File: config.mk
export PLATFORM = sky130hd
export DESIGN_NAME = ws2812_src_arb
export DESIGN_NICKNAME = d
export VERILOG_FILES = /design/src/rtl/ws2812_pkg.sv /design/src/rtl/ws2812_src_mux.sv /design/src/rtl/ws2812_src_arb.sv
export SDC_FILE = /design/constraint.sdc
export NUM_CORES = 1
export LEC_CHECK = 0
export BUFFER_PORTS_ARGS = -buffer_cell sky130_fd_sc_hd__buf_4
export CAP_MARGIN = 20
export CORE_ASPECT_RATIO = 2
export CORE_MARGIN = 2
export CORE_UTILIZATION = 26
export DETAILED_ROUTE_END_ITERATION = 8
export PLACE_DENSITY_LB_ADDON = 0.15
export REMOVE_ABC_BUFFERS = 1
export SYNTH_ARGS = -nofsm -noshare
export SYNTH_HDL_FRONTEND = slang
export SYNTH_SLANG_ARGS = --single-unit
export TNS_END_PERCENT = 50
File: constraint.sdc
create_clock -name sys_clk -period 4.2 [get_ports sys_clk]
set_input_delay 0.42 -clock sys_clk [delete_from_list [all_inputs] [get_ports sys_clk]]
set_output_delay 0.42 -clock sys_clk [all_outputs]
set_load 0.02 [all_outputs]
File: src/rtl/ws2812_pkg.sv
// Shared definitions for the WS2812 frame-source arbiter: FSM encoding,
// the "all LEDs off" colour and the codebase mode-code mapping.
package ws2812_pkg;

    typedef enum logic [1:0] {
        ST_RUN    = 2'd0,
        ST_DRAIN  = 2'd1,
        ST_BLANK  = 2'd2,
        ST_SWITCH = 2'd3
    } arb_state_t;

    // GRB colour that turns a pixel fully off.
    localparam logic [23:0] COLOR_OFF = 24'h000000;

    // Mode codes used by the rest of the codebase.
    localparam int MODE_MENU = 0;
    localparam int MODE_DRAW = 2;

endpackage

File: src/rtl/ws2812_src_mux.sv
// Registered NUM_SRC-way slice mux for frame start, pixel index and colour.
// A select code with no matching source yields all-zero outputs.
module ws2812_src_mux #(
    parameter int NUM_SRC = 4,
    parameter int SEL_W   = 2,
    parameter int NUM_W   = 6,
    parameter int DATA_W  = 24
) (
    input  logic                      clk,
    input  logic                      rst,
    input  logic [SEL_W-1:0]          sel,
    input  logic                      start_en,
    input  logic [NUM_SRC-1:0]        src_start,
    input  logic [NUM_SRC*NUM_W-1:0]  src_num,
    input  logic [NUM_SRC*DATA_W-1:0] src_data,
    output logic                      start,
    output logic [NUM_W-1:0]          num,
    output logic [DATA_W-1:0]         data
);

    logic              start_d;
    logic [NUM_W-1:0]  num_d;
    logic [DATA_W-1:0] data_d;

    // Pick the slice of the selected source; nothing matches an out-of-range code.
    always_comb begin
        start_d = 1'b0;
        num_d   = '0;
        data_d  = '0;
        for (int i = 0; i < NUM_SRC; i++) begin
            if (sel == SEL_W'(i)) begin
                start_d = start_en & src_start[i];
                num_d   = src_num[i*NUM_W +: NUM_W];
                data_d  = src_data[i*DATA_W +: DATA_W];
            end
        end
    end

    // One register stage towards the serialiser.
    always_ff @(posedge clk) begin
        if (rst) begin
            start <= 1'b0;
            num   <= '0;
            data  <= '0;
        end else begin
            start <= start_d;
            num   <= num_d;
            data  <= data_d;
        end
    end

endmodule

File: src/rtl/ws2812_src_arb.sv
// Arbiter between per-mode WS2812 frame generators and the single serialiser.
// Handshake: src_start/ws2812_start and cfg_start/frame_done are single-cycle
// pulses with no back-pressure; the source must present cfg_num/cfg_data for a
// cfg_start in the same cycle it sees its src_cfg_start bit, and the arbiter
// presents them to the serialiser one cycle later.
// Source changes happen only at frame boundaries, optionally via a blank frame.
module ws2812_src_arb
    import ws2812_pkg::*;
#(
    parameter int NUM_SRC  = 4,
    parameter int SEL_W    = 2,
    parameter int NUM_W    = 6,
    parameter int DATA_W   = 24,
    parameter int KEY_W    = 5,
    parameter int LED_NUM  = 64,
    parameter int BLANK_EN = 1,
    parameter int FRAME_TO = 2**20
) (
    input  logic                      sys_clk,
    input  logic                      sys_rst,
    input  logic [SEL_W-1:0]          mode_req,
    input  logic [KEY_W-1:0]          key_in,
    input  logic [NUM_SRC-1:0]        src_start,
    input  logic [NUM_SRC*NUM_W-1:0]  src_num,
    input  logic [NUM_SRC*DATA_W-1:0] src_data,
    input  logic                      cfg_start,
    input  logic                      frame_done,
    output logic [NUM_SRC-1:0]        src_cfg_start,
    output logic [NUM_SRC*KEY_W-1:0]  src_key,
    output logic                      ws2812_start,
    output logic [NUM_W-1:0]          cfg_num,
    output logic [DATA_W-1:0]         cfg_data,
    output logic [SEL_W-1:0]          mode_cur,
    output logic                      switching
);

    localparam int                TO_W       = $clog2(FRAME_TO + 1);
    localparam logic [TO_W-1:0]   TO_LAST    = TO_W'(FRAME_TO - 1);
    localparam logic [NUM_W-1:0]  BLANK_LAST = NUM_W'(LED_NUM - 1);

    arb_state_t        state;
    arb_state_t        state_next;
    logic              frame_active;
    logic [TO_W-1:0]   to_cnt;
    logic [NUM_W-1:0]  blank_cnt;
    logic [NUM_W-1:0]  blank_num;
    logic              blank_start;
    logic              stay_run;
    logic              req_valid;
    logic              timed_out;
    logic [SEL_W-1:0]  mux_sel;
    logic              mux_start;
    logic [NUM_W-1:0]  mux_num;
    logic [DATA_W-1:0] mux_data;

    // Normal operation: in RUN with no change requested.
    assign stay_run  = (state == ST_RUN) && (mode_req == mode_cur);
    assign req_valid = int'(mode_req) < NUM_SRC;
    assign timed_out = (to_cnt == TO_LAST);
    assign switching = (state != ST_RUN);
    // In SWITCH, pre-load the new source so RUN starts with its data.
    assign mux_sel   = (state == ST_SWITCH) ? mode_req : mode_cur;

    ws2812_src_mux #(
        .NUM_SRC (NUM_SRC),
        .SEL_W   (SEL_W),
        .NUM_W   (NUM_W),
        .DATA_W  (DATA_W)
    ) u_mux (
        .clk       (sys_clk),
        .rst       (sys_rst),
        .sel       (mux_sel),
        .start_en  (stay_run),
        .src_start (src_start),
        .src_num   (src_num),
        .src_data  (src_data),
        .start     (mux_start),
        .num       (mux_num),
        .data      (mux_data)
    );

    // The blank frame replaces the source outputs while in BLANK.
    assign ws2812_start = (state == ST_BLANK) ? blank_start : mux_start;
    assign cfg_num      = (state == ST_BLANK) ? blank_num : mux_num;
    assign cfg_data     = (state == ST_BLANK) ? DATA_W'(COLOR_OFF) : mux_data;

    // Forward pixel requests to the active source, never during the blank frame.
    always_comb begin
        src_cfg_start = '0;
        for (int i = 0; i < NUM_SRC; i++) begin
            if ((state != ST_BLANK) && (mode_cur == SEL_W'(i))) begin
                src_cfg_start[i] = cfg_start;
            end
        end
    end

    // Next-state logic for the source-change sequence.
    always_comb begin
        state_next = state;
        case (state)
            ST_RUN: begin
                if (mode_req != mode_cur) state_next = ST_DRAIN;
            end
            ST_DRAIN: begin
                if (!frame_active || frame_done || timed_out) begin
                    state_next = ((BLANK_EN != 0) && req_valid) ? ST_BLANK : ST_SWITCH;
                end
            end
            ST_BLANK: begin
                if (frame_done || timed_out) state_next = ST_SWITCH;
            end
            ST_SWITCH: state_next = ST_RUN;
            default:   state_next = ST_RUN;
        endcase
    end

    // State register and active mode code.
    always_ff @(posedge sys_clk) begin
        if (sys_rst) begin
            state    <= ST_RUN;
            mode_cur <= SEL_W'(MODE_MENU);
        end else begin
            state <= state_next;
            if (state == ST_SWITCH) mode_cur <= mode_req;
        end
    end

    // Track whether the serialiser is mid-frame; a new start beats a done pulse.
    always_ff @(posedge sys_clk) begin
        if (sys_rst) begin
            frame_active <= 1'b0;
        end else if (ws2812_start) begin
            frame_active <= 1'b1;
        end else if (frame_done) begin
            frame_active <= 1'b0;
        end
    end

    // Saturating frame timeout, counting only in DRAIN/BLANK, restarted on each state entry.
    always_ff @(posedge sys_clk) begin
        if (sys_rst) begin
            to_cnt <= '0;
        end else if (state_next != state) begin
            to_cnt <= '0;
        end else if (((state == ST_DRAIN) || (state == ST_BLANK)) && !timed_out) begin
            to_cnt <= to_cnt + 1'b1;
        end
    end

    // Blank frame generator: start pulse on entry, then index per pixel request.
    always_ff @(posedge sys_clk) begin
        if (sys_rst) begin
            blank_start <= 1'b0;
            blank_cnt   <= '0;
            blank_num   <= '0;
        end else begin
            blank_start <= (state_next == ST_BLANK) && (state != ST_BLANK);
            if ((state == ST_BLANK) && cfg_start) begin
                blank_num <= blank_cnt;
                if (blank_cnt != BLANK_LAST) blank_cnt <= blank_cnt + 1'b1;
            end
            if (((state_next == ST_BLANK) && (state != ST_BLANK)) || (state == ST_SWITCH)) begin
                blank_cnt <= '0;
                blank_num <= '0;
            end
        end
    end

    // Keys reach only the active source, and only while no change is pending.
    always_ff @(posedge sys_clk) begin
        if (sys_rst) begin
            src_key <= '0;
        end else begin
            src_key <= '0;
            for (int i = 0; i < NUM_SRC; i++) begin
                if (stay_run && (mode_cur == SEL_W'(i))) begin
                    src_key[i*KEY_W +: KEY_W] <= key_in;
                end
            end
        end
    end

endmodule

* Word level (Yosys, flattened, before mapping)
Cells that the tools add are included.
Operators by class: reduce and logical (&&, ||, !) cells 31, eq/ne operators 16, add/subtract/negate cells 2, multiplexer cells 26, bitwise gates (word level) 8
Operators with widths (number):
- two-way mux 24 bit | 5
- two-way mux 6 bit | 5
- adder 21 x 1 -> 21 bit, second input constant | 1
- equality test 21 x 20 -> 1 bit, second input constant | 1
- equality test 2 bit, second input constant | 7
- logical AND 1 bit | 12
- OR reduction 2 bit | 6
- two-way mux 1 bit | 11
- two-way mux 2 bit | 4
- one-hot mux 2 bit (4 select lines) | 1
- adder 6 x 1 -> 6 bit, second input constant | 1
- equality test 2 x 1 -> 1 bit, second input constant | 3
- logical NOT 2 bit | 3
- inequality test 6 bit, second input constant | 1
- logical OR 1 bit | 5
- bitwise AND 1 bit | 4
- inequality test 2 bit | 2
- inverter 1 bit | 4
- nonzero test 2 bit | 2
- equality test 2 bit | 1
- logical NOT 1 bit | 2
- inequality test 2 bit, second input constant | 1
- AND reduction 2 bit | 1
Word-level totals: output and inout port bits 58, word-level logic and storage cells 97, register bits after elaboration 90, bits of input ports 135

* Logic depth before layout (Yosys ltp)
Gate-level depths: netlist (run 1).
depth after elaboration 9, mapped depth 9, depth with buffers taken out 7

* Hierarchy
Synthesis (run 1) repeated with hierarchy kept, for this count alone.
Unflattened totals: cells, all modules 479, area, all modules 4513.1 sq um
By module, submodules not included:
- ws2812_src_arb | seq. area each 1181.1 sq um, instances 1, area each 3000.4 sq um, cells an instance 341
- ws2812_src_mux | seq. area each 620.6 sq um, instances 1, area each 1512.7 sq um, cells an instance 138

* Worst setup path before layout (run 1)
No wires, ideal clock.
kind register -> register, from reg state[1], to reg u_mux.data[10], path buffers 1, stages on the path, launching flop included 6, clock period less this slack 2.256 ns, path slack 1.944 ns, arrival 2.128 ns, data required time 4.072 ns, library setup time 0.128 ns, cell sequence dfxtp_1 > ha_1 > mux2i_1 > buf_2 > mux4_2 > nor2b_1
Between the ends: word-level cells in the longest chain between the ends 7, elaborated cells on any way between the ends 10, those cells by class eq/ne (4); mux (5); reduce/logical (1)
Ends and longest elaborated chain:
- from (decl) | RTL line ws2812_src_arb.sv:41 | arb_state_t state;
- from (signal assigned) | RTL line ws2812_src_arb.sv:123 | state <= state_next;
- equality test 2 bit * | RTL line ws2812_src_arb.sv:62 | assign mux_sel = (state == ST_SWITCH) ? mode_req : mode_cur;
- two-way mux 2 bit *
- logical NOT 2 bit | RTL line ws2812_src_mux.sv:31 | if (sel == SEL_W'(i)) begin
- two-way mux 24 bit (3 in series) | RTL line ws2812_src_mux.sv:31
- two-way mux 24 bit * | RTL line ws2812_src_mux.sv:31
- to (signal assigned) | RTL line ws2812_src_mux.sv:48 | data <= data_d;
- to (decl) | RTL line ws2812_src_mux.sv:18 | output logic [DATA_W-1:0] data
Every way passes the cells marked *; elsewhere a longest branch is shown, timed or not. A chain may end at the register's enable or synchronous reset.

* Worst setup path in the final report (run 1)
from reg state[1], to reg to_cnt[17]
Between the ends: word-level cells in the longest chain between the ends 4, elaborated cells on any way between the ends 12, those cells by class eq/ne (4); mux (4); reduce/logical (4)
Ends and longest elaborated chain:
- equality test 2 bit (tied with other cells) | RTL line ws2812_src_arb.sv:100 | case (state)
- one-hot mux 2 bit (4 select lines) | RTL line ws2812_src_arb.sv:100
- inequality test 2 bit | RTL line ws2812_src_arb.sv:143 | end else if (state_next != state) begin
- OR reduction 2 bit (no line)
- to (signal assigned) | RTL line ws2812_src_arb.sv:146 | to_cnt <= to_cnt + 1'b1;
- to (decl) | RTL line ws2812_src_arb.sv:44 | logic [TO_W-1:0] to_cnt;
Several ways; a longest one is shown, not always the timed one.

==> flow_summary.toml, run 1 <==
[power]
power_density_nw_per_um2 = 366
clock_power_share = 0.334
ir_drop_worst_case_vdd_mv = 0.212
internal_power_uw = 1610
power.share.switching = 0.317
pwr-share-seq = 0.392
p_sw_uw = 747
pwr-share-comb = 0.274
power_leakage_uw = 0.00272

[die]
core_um2 = 17100
die_width_um = 97.0
fp.dieArea_um2 = 18400
dieHeight_um = 190
floorplan.rows = 68
floorplan.initialDensity = 0.263
io_pins = 193

[setup_path]
worstPathRequired_ps = 4450
slowest_delay_ps = 830
crit_chain = "ha_2 -> nor2_1 -> a31oi_1 -> o2111ai_2 -> nor3_1"
critPathLaunchType = "flop"
cp.arrival_ps = 2990
timing.critical_path.fanout_max = 40
critical_path.endpoint_type = "flop"
cp_slowest_cell = "ha_2"
setup_slack_of_the_worst_register_to_register_path_ps = 1450
critical_path_class = "reg -> reg"
worst_r2r_endpoint = "to_cnt[17]"
reg2reg_from = "state[1]"
rr_worst_depth = 5

[grt]
grt.total_usage = 0.132
top_usage_layer = "met2"
grt_antenna_before_repair = 0
met3_usage = 0.0481
grt.met1_usage = 0.163
met2_demand_to_capacity_share_in_global_routing = 0.221
maximum_number_of_pins_on_one_net_before_global_route_repair = 41
first_global_vias = 3852
grt_pass1_wl_um = 19700
grt_overflow_total = 0

[sta]
report.final.setup_viol = 0
grt_setup_unrepaired = "false"
timing_max_transition_violations_final = 0
slew_headroom = 0.340
final.period_utilization = 0.654
setup_total_negative_slack_ps = 0
maximum_operating_frequency_mhz = 364
layout_min_cycle_time_ps = 2750
skew_ps = 7.65
tightestPinTransition_ps = 990
finalHoldViolCount = 0

[synthesis]
ys_seq_elements = 90
synth-warning-count = 0
synth_area_per_cell_um2 = 10.5
portion_of_synthesized_cell_area_occupied_by_the_leading_cell_type = 0.401
synth_area_leader_cell = "dfxtp_1"
netlist_instances = 429
yosysSeqAreaShare = 0.401
count_of_flip_flops_with_a_built_in_enable_after_synthesis = 0
netlist_area_um2 = 4490
synth.top_cells.by_area = "dfxtp_1 40%, mux4_2 16%, nor2b_1 7.8%"
synth-main-ff-cell = "dfxtp_1"
fraction_of_registers_with_async_set_reset = 0
yosysUniqueCellTypes = 47

[drt]
route.detailed.vias_per_inst = 4.67
detailedRoute.firstIterationViolations = 116
drc = 0
drt_wl_total_um = 12400
routed-via-count = 3855
drt_first_pass_iters = 4
routed_length_per_instance_um = 15.0
detail-route-antenna-nets = 0

[cts]
cts_inserted_buffers = 9
postCtsHoldBufs = 0
tritoncts = "yes"
cts_root_buffer = "clkbuf_16"
ctsHtreeMaxLevel = 3
post_cts.repair.setup_buffers = 0
ctsResizeCount = 0
ctsLongestPathBuffers = 2
clock-sinks = 90
clock_pin_slew_of_the_registers_on_the_worst_case_setup_and_hold_paths_ps = 70
worstSkewPairLatency_ps = 340

[hold_path]
holdCritPathClass = "in -> reg"
timing.hold.worst.start = "key_in[2]"
holdPathStages = 2
timing.hold.worst_endpoint = "src_key[2]"

[cells_and_area]
layout_common_cells = "196 x buf_4, 90 x dfxtp_1, 56 x nor2b_1, 34 x nor3_1, 31 x mux4_2"
layout-drive-gt1-share = 0.431
syn2layout_area_growth_pct = 43.3
final_non_filler_cells = 825
mostFrequentLayoutCell = "buf_4"
insertedDiodeCount = 0
final_nets = 752

[run_status]
run_status = "complete, no violations"

[placed_design]
numPortBuffers = 192
place.detailed.instances = 809
gp_congestion = 0.782
dpl.hpwl_um = 9330

[flow_run]
max_cap_violations = 0
-- power by group through the flow --
stage / clock network, µW / registers (µW) / logic, µW
after floorplan: 0 / 939 / 377
after global placement: 0 / 943 / 657
after detailed placement: 0 / 944 / 655
after CTS: 820 / 924 / 657
after global routing: 846 / 931 / 706
final: 787 / 924 / 646
-- area by class of cell --
| cell class | instances | area, µm² |
|---|---|---|
| well taps | 210 | 263 |
| clock buffers | 9 | 225 |
| flip-flops and latches | 90 | 1800 |
| fillers | 1740 | 10700 |
| repair buffers | 197 | 1490 |
| clock inverters | 7 | 66.3 |
| multi-input cells | 305 | 2570 |
| inverters | 7 | 26.3 |
-- synthesized netlist by cell type (8+ instances only) --
cell type	instances
mux2_2	9
dfxtp_1	90
mux4_2	31
nor2b_1	56
xnor2_1	13
nor2_1	14
clkbuf_1	15
nand3_1	12
nor3_1	34
nand2_1	18
o21ai_0	9
a21oi_1	15
buf_2	8
and2_1	21
-- registers in the layout (all words and copies together) (netlist names), 2 cells and up --
name / flops
blank_cnt: 6
blank_num: 6
mode_cur: 2
src_key: 20
state: 2
to_cnt: 21
u_mux.data: 24
u_mux.num: 6
-- how the worst max path moves through the flow --
stage,slack (ps),end,cells past startpoint,start
final,1450,to_cnt[17],5,state[1]
after floorplan,-310,u_mux.start,4,state[1]
after global routing,1100,to_cnt[7],5,state[1]
after global placement,1370,to_cnt[6],5,state[1]
after CTS,1360,to_cnt[9],5,state[1]
after detailed placement,1350,u_mux.data[21],5,state[1]
-- cell families (layout without fill, tap and decap cells) --
group / Yosys count / count (layout) / synth area share
DFF: 90 / 90 / 0.401
buffers and inverters: 34 / 220 / 0.0356
muxes: 44 / 44 / 0.187
xor gates and xnor gates: 20 / 20 / 0.0390
AOI/OAI and AO/OA: 51 / 51 / 0.0813
adders and majority gates: 7 / 7 / 0.0195
and+or+nand+nor: 183 / 183 / 0.237
-- per-layer routing --
metal / wire [µm] / vias to the layer above
li1: - / 1903
met4: 135 / 0
met1: 5180 / 1781
met2: 5950 / 159
met5: 0 / -
met3: 1140 / 12
-- stage by stage --
stage | area (µm²) | utilization | hold slack [ps] | total power [µW] | setup slack (ps)
3_3_place_gp | 6150 | 0.360 | 474 | 1600 | 1370
6_report | 6440 | 0.377 | 298 | 2360 | 1450
2_1_floorplan | 4360 | - | 446 | 1320 | -310
4_1_cts | 6440 | 0.377 | 285 | 2400 | 1360
5_1_grt | 6440 | 0.377 | 298 | 2480 | 1100
3_5_place_dp | 6150 | 0.360 | 474 | 1600 | 1350
-- worst max-delay path: cells and delay by family (launching register included) --
kind / cells / cell delay [ps]
adders and majority gates: 1 / 830
AOI/OAI and AO/OA: 2 / 760
and+or+nand+nor: 2 / 530
DFF: 1 / 520
Note: power is estimated with default switching activity, not from simulation.
==> run 2: changes to the inputs <==
Clock period 4.2 ns to 2.4 ns, I/O delays scaled along.
==> flow_summary.toml, run 2 (synthesis gave the netlist of run 1 again) <==
[run_status]
run_status = "complete, no violations"

[cells_and_area]
layout_common_cells = "205 x buf_4, 90 x dfxtp_1, 56 x nor2b_1, 34 x nor3_1, 31 x mux4_2"
largestRegisters = "u_mux.data x24, to_cnt x21, src_key x20"
mostFrequentLayoutCell = "buf_4"
layout-drive-gt1-share = 0.439
insertedDiodeCount = 0
final_nets = 763
final_non_filler_cells = 836
regMostFlops = "u_mux.data"
syn2layout_area_growth_pct = 46.6
number_of_flip_flops_in_the_largest_register = 24

[sta]
tightestPinTransition_ps = 561
finalHoldViolCount = 0
timing_max_transition_violations_final = 0
slew_headroom = 0.623
layout_min_cycle_time_ps = 2250
final.period_utilization = 0.936
finalHoldWorstSlack_ps = 118
grt_setup_unrepaired = "false"
maximum_operating_frequency_mhz = 445
report.final.setup_viol = 0
skew_ps = 11.6

[setup_path]
cp_slowest_cell = "ha_2"
critical_path_class = "reg -> out"
critical_path.endpoint_type = "output port"
slowest_delay_ps = 380
worstPathRequired_ps = 2160
critPathLaunchType = "flop"
cp.arrival_ps = 2010
crit_chain = "inv_1 -> ha_2 -> buf_6 -> mux2_2 -> buf_4"
timing.critical_path.fanout_max = 22

[power]
power_leakage_uw = 0.00280
power.share.switching = 0.290
power_density_nw_per_um2 = 679
ir_drop_worst_case_vdd_mv = 0.414
clock_power_share = 0.371
pwr-share-seq = 0.360
internal_power_uw = 3180
p_sw_uw = 1300
pwr-share-comb = 0.269
total_power_uw = 4470

[drt]
detail-route-antenna-nets = 0
routed-via-count = 3923
drc = 0
route.detailed.vias_per_inst = 4.69
drt_first_pass_iters = 5
routed_length_per_instance_um = 15.1
drt_wl_total_um = 12600
detailedRoute.firstIterationViolations = 89

[cts]
clock-sinks = 90
ctsLongestPathBuffers = 2
ctsHtreeMaxLevel = 3
cts_root_buffer = "clkbuf_16"
postCtsHoldBufs = 0
cts_inserted_buffers = 9
clock_pin_slew_of_the_registers_on_the_worst_case_setup_and_hold_paths_ps = 70
worstSkewPairLatency_ps = 340
tritoncts = "yes"

[die]
dieHeight_um = 190
die_width_um = 97.0
fp.dieArea_um2 = 18400
core_um2 = 17100
floorplan.initialDensity = 0.263
floorplan.rows = 68
io_pins = 193

[placed_design]
place.detailed.instances = 820
gp_congestion = 0.808
dpl.hpwl_um = 9610
numPortBuffers = 192

[grt]
grt.total_usage = 0.136
grt_pass1_wl_um = 20400
first_global_vias = 3992
grt_antenna_before_repair = 0
maximum_number_of_pins_on_one_net_before_global_route_repair = 38
grt_overflow_total = 0

[flow_run]
max_cap_violations = 0

[hold_path]
holdCritPathClass = "in -> reg"
==> run 2: cell count changes in the layout (fill, tap and decap cells not counted), sizes merged <==
| cell | before | now |
|---|---|---|
| clkinvlp | 2 | 1 |
| clkinv | 0 | 1 |
| buf | 197 | 208 |
| bufinv | 0 | 3 |
| inv | 12 | 9 |
==> run 2: worst paths after layout <==
| path | startpoint | to | slack (ps) | depth (start not counted) |
|---|---|---|---|---|
| max reg2reg | state[0] | u_mux.data[23] | 250 | 5 |
| max | state[0] | cfg_num[3] | 150 | 5 |
| min reg2reg | to_cnt[20] | to_cnt[20] | 490 | 2 |
| min | key_in[0] | src_key[5] | 120 | 2 |
==> run 2: metrics by stage <==
stage                      util  cell area [µm²]  setup WS (ps)  setup TNS (ps)
final                     0.385             6590            153               0
after global routing      0.385             6590           46.7               0
after CTS                 0.385             6590           41.1               0
after detailed placement  0.365             6240            232               0
after global placement    0.365             6240            269               0
after floorplan               -             4360          -2110          -84410
==> run 2: layout make-up <==
type                    instances  area, µm²
clock buffers                   9        225
clock inverters                 7        124
fillers                      1715      10500
inverters                       7       26.3
multi-input cells             305       2560
flip-flops and latches         90       1800
well taps                     210        263
repair buffers                208       1590
==> run 2: worst max-delay path, delay by kind of cell, from the launching register on <==
kind,cells,cell delay [ps]
fa+ha+maj,1,380
flops,1,370
mux,1,350
buf+inv,3,570
==> run 2: layer usage <==
| metal | GRT usage | share of wire |
|---|---|---|
| met2 | 0.233 | 0.50 |
| met3 | 0.0536 | 0.093 |
| met1 | 0.161 | 0.40 |
| met5 | 0 | 0 |
| met4 | 0.0276 | 0.0094 |
==> run 2: what timing repair did <==
item	4_1_cts	5_1_grt
buffers inserted	0	0
endpoints found under the setup margin	0	1
gates resized for setup	0	1
==> run 2: power by group through the flow <==
stage / clock network (µW) / logic, µW / registers, µW
detailed placement: 0 / 1220 / 1650
global placement: 0 / 1220 / 1640
CTS: 1710 / 1220 / 1610
finish: 1660 / 1200 / 1610
floorplan: 0 / 660 / 1640
global route: 1760 / 1320 / 1620
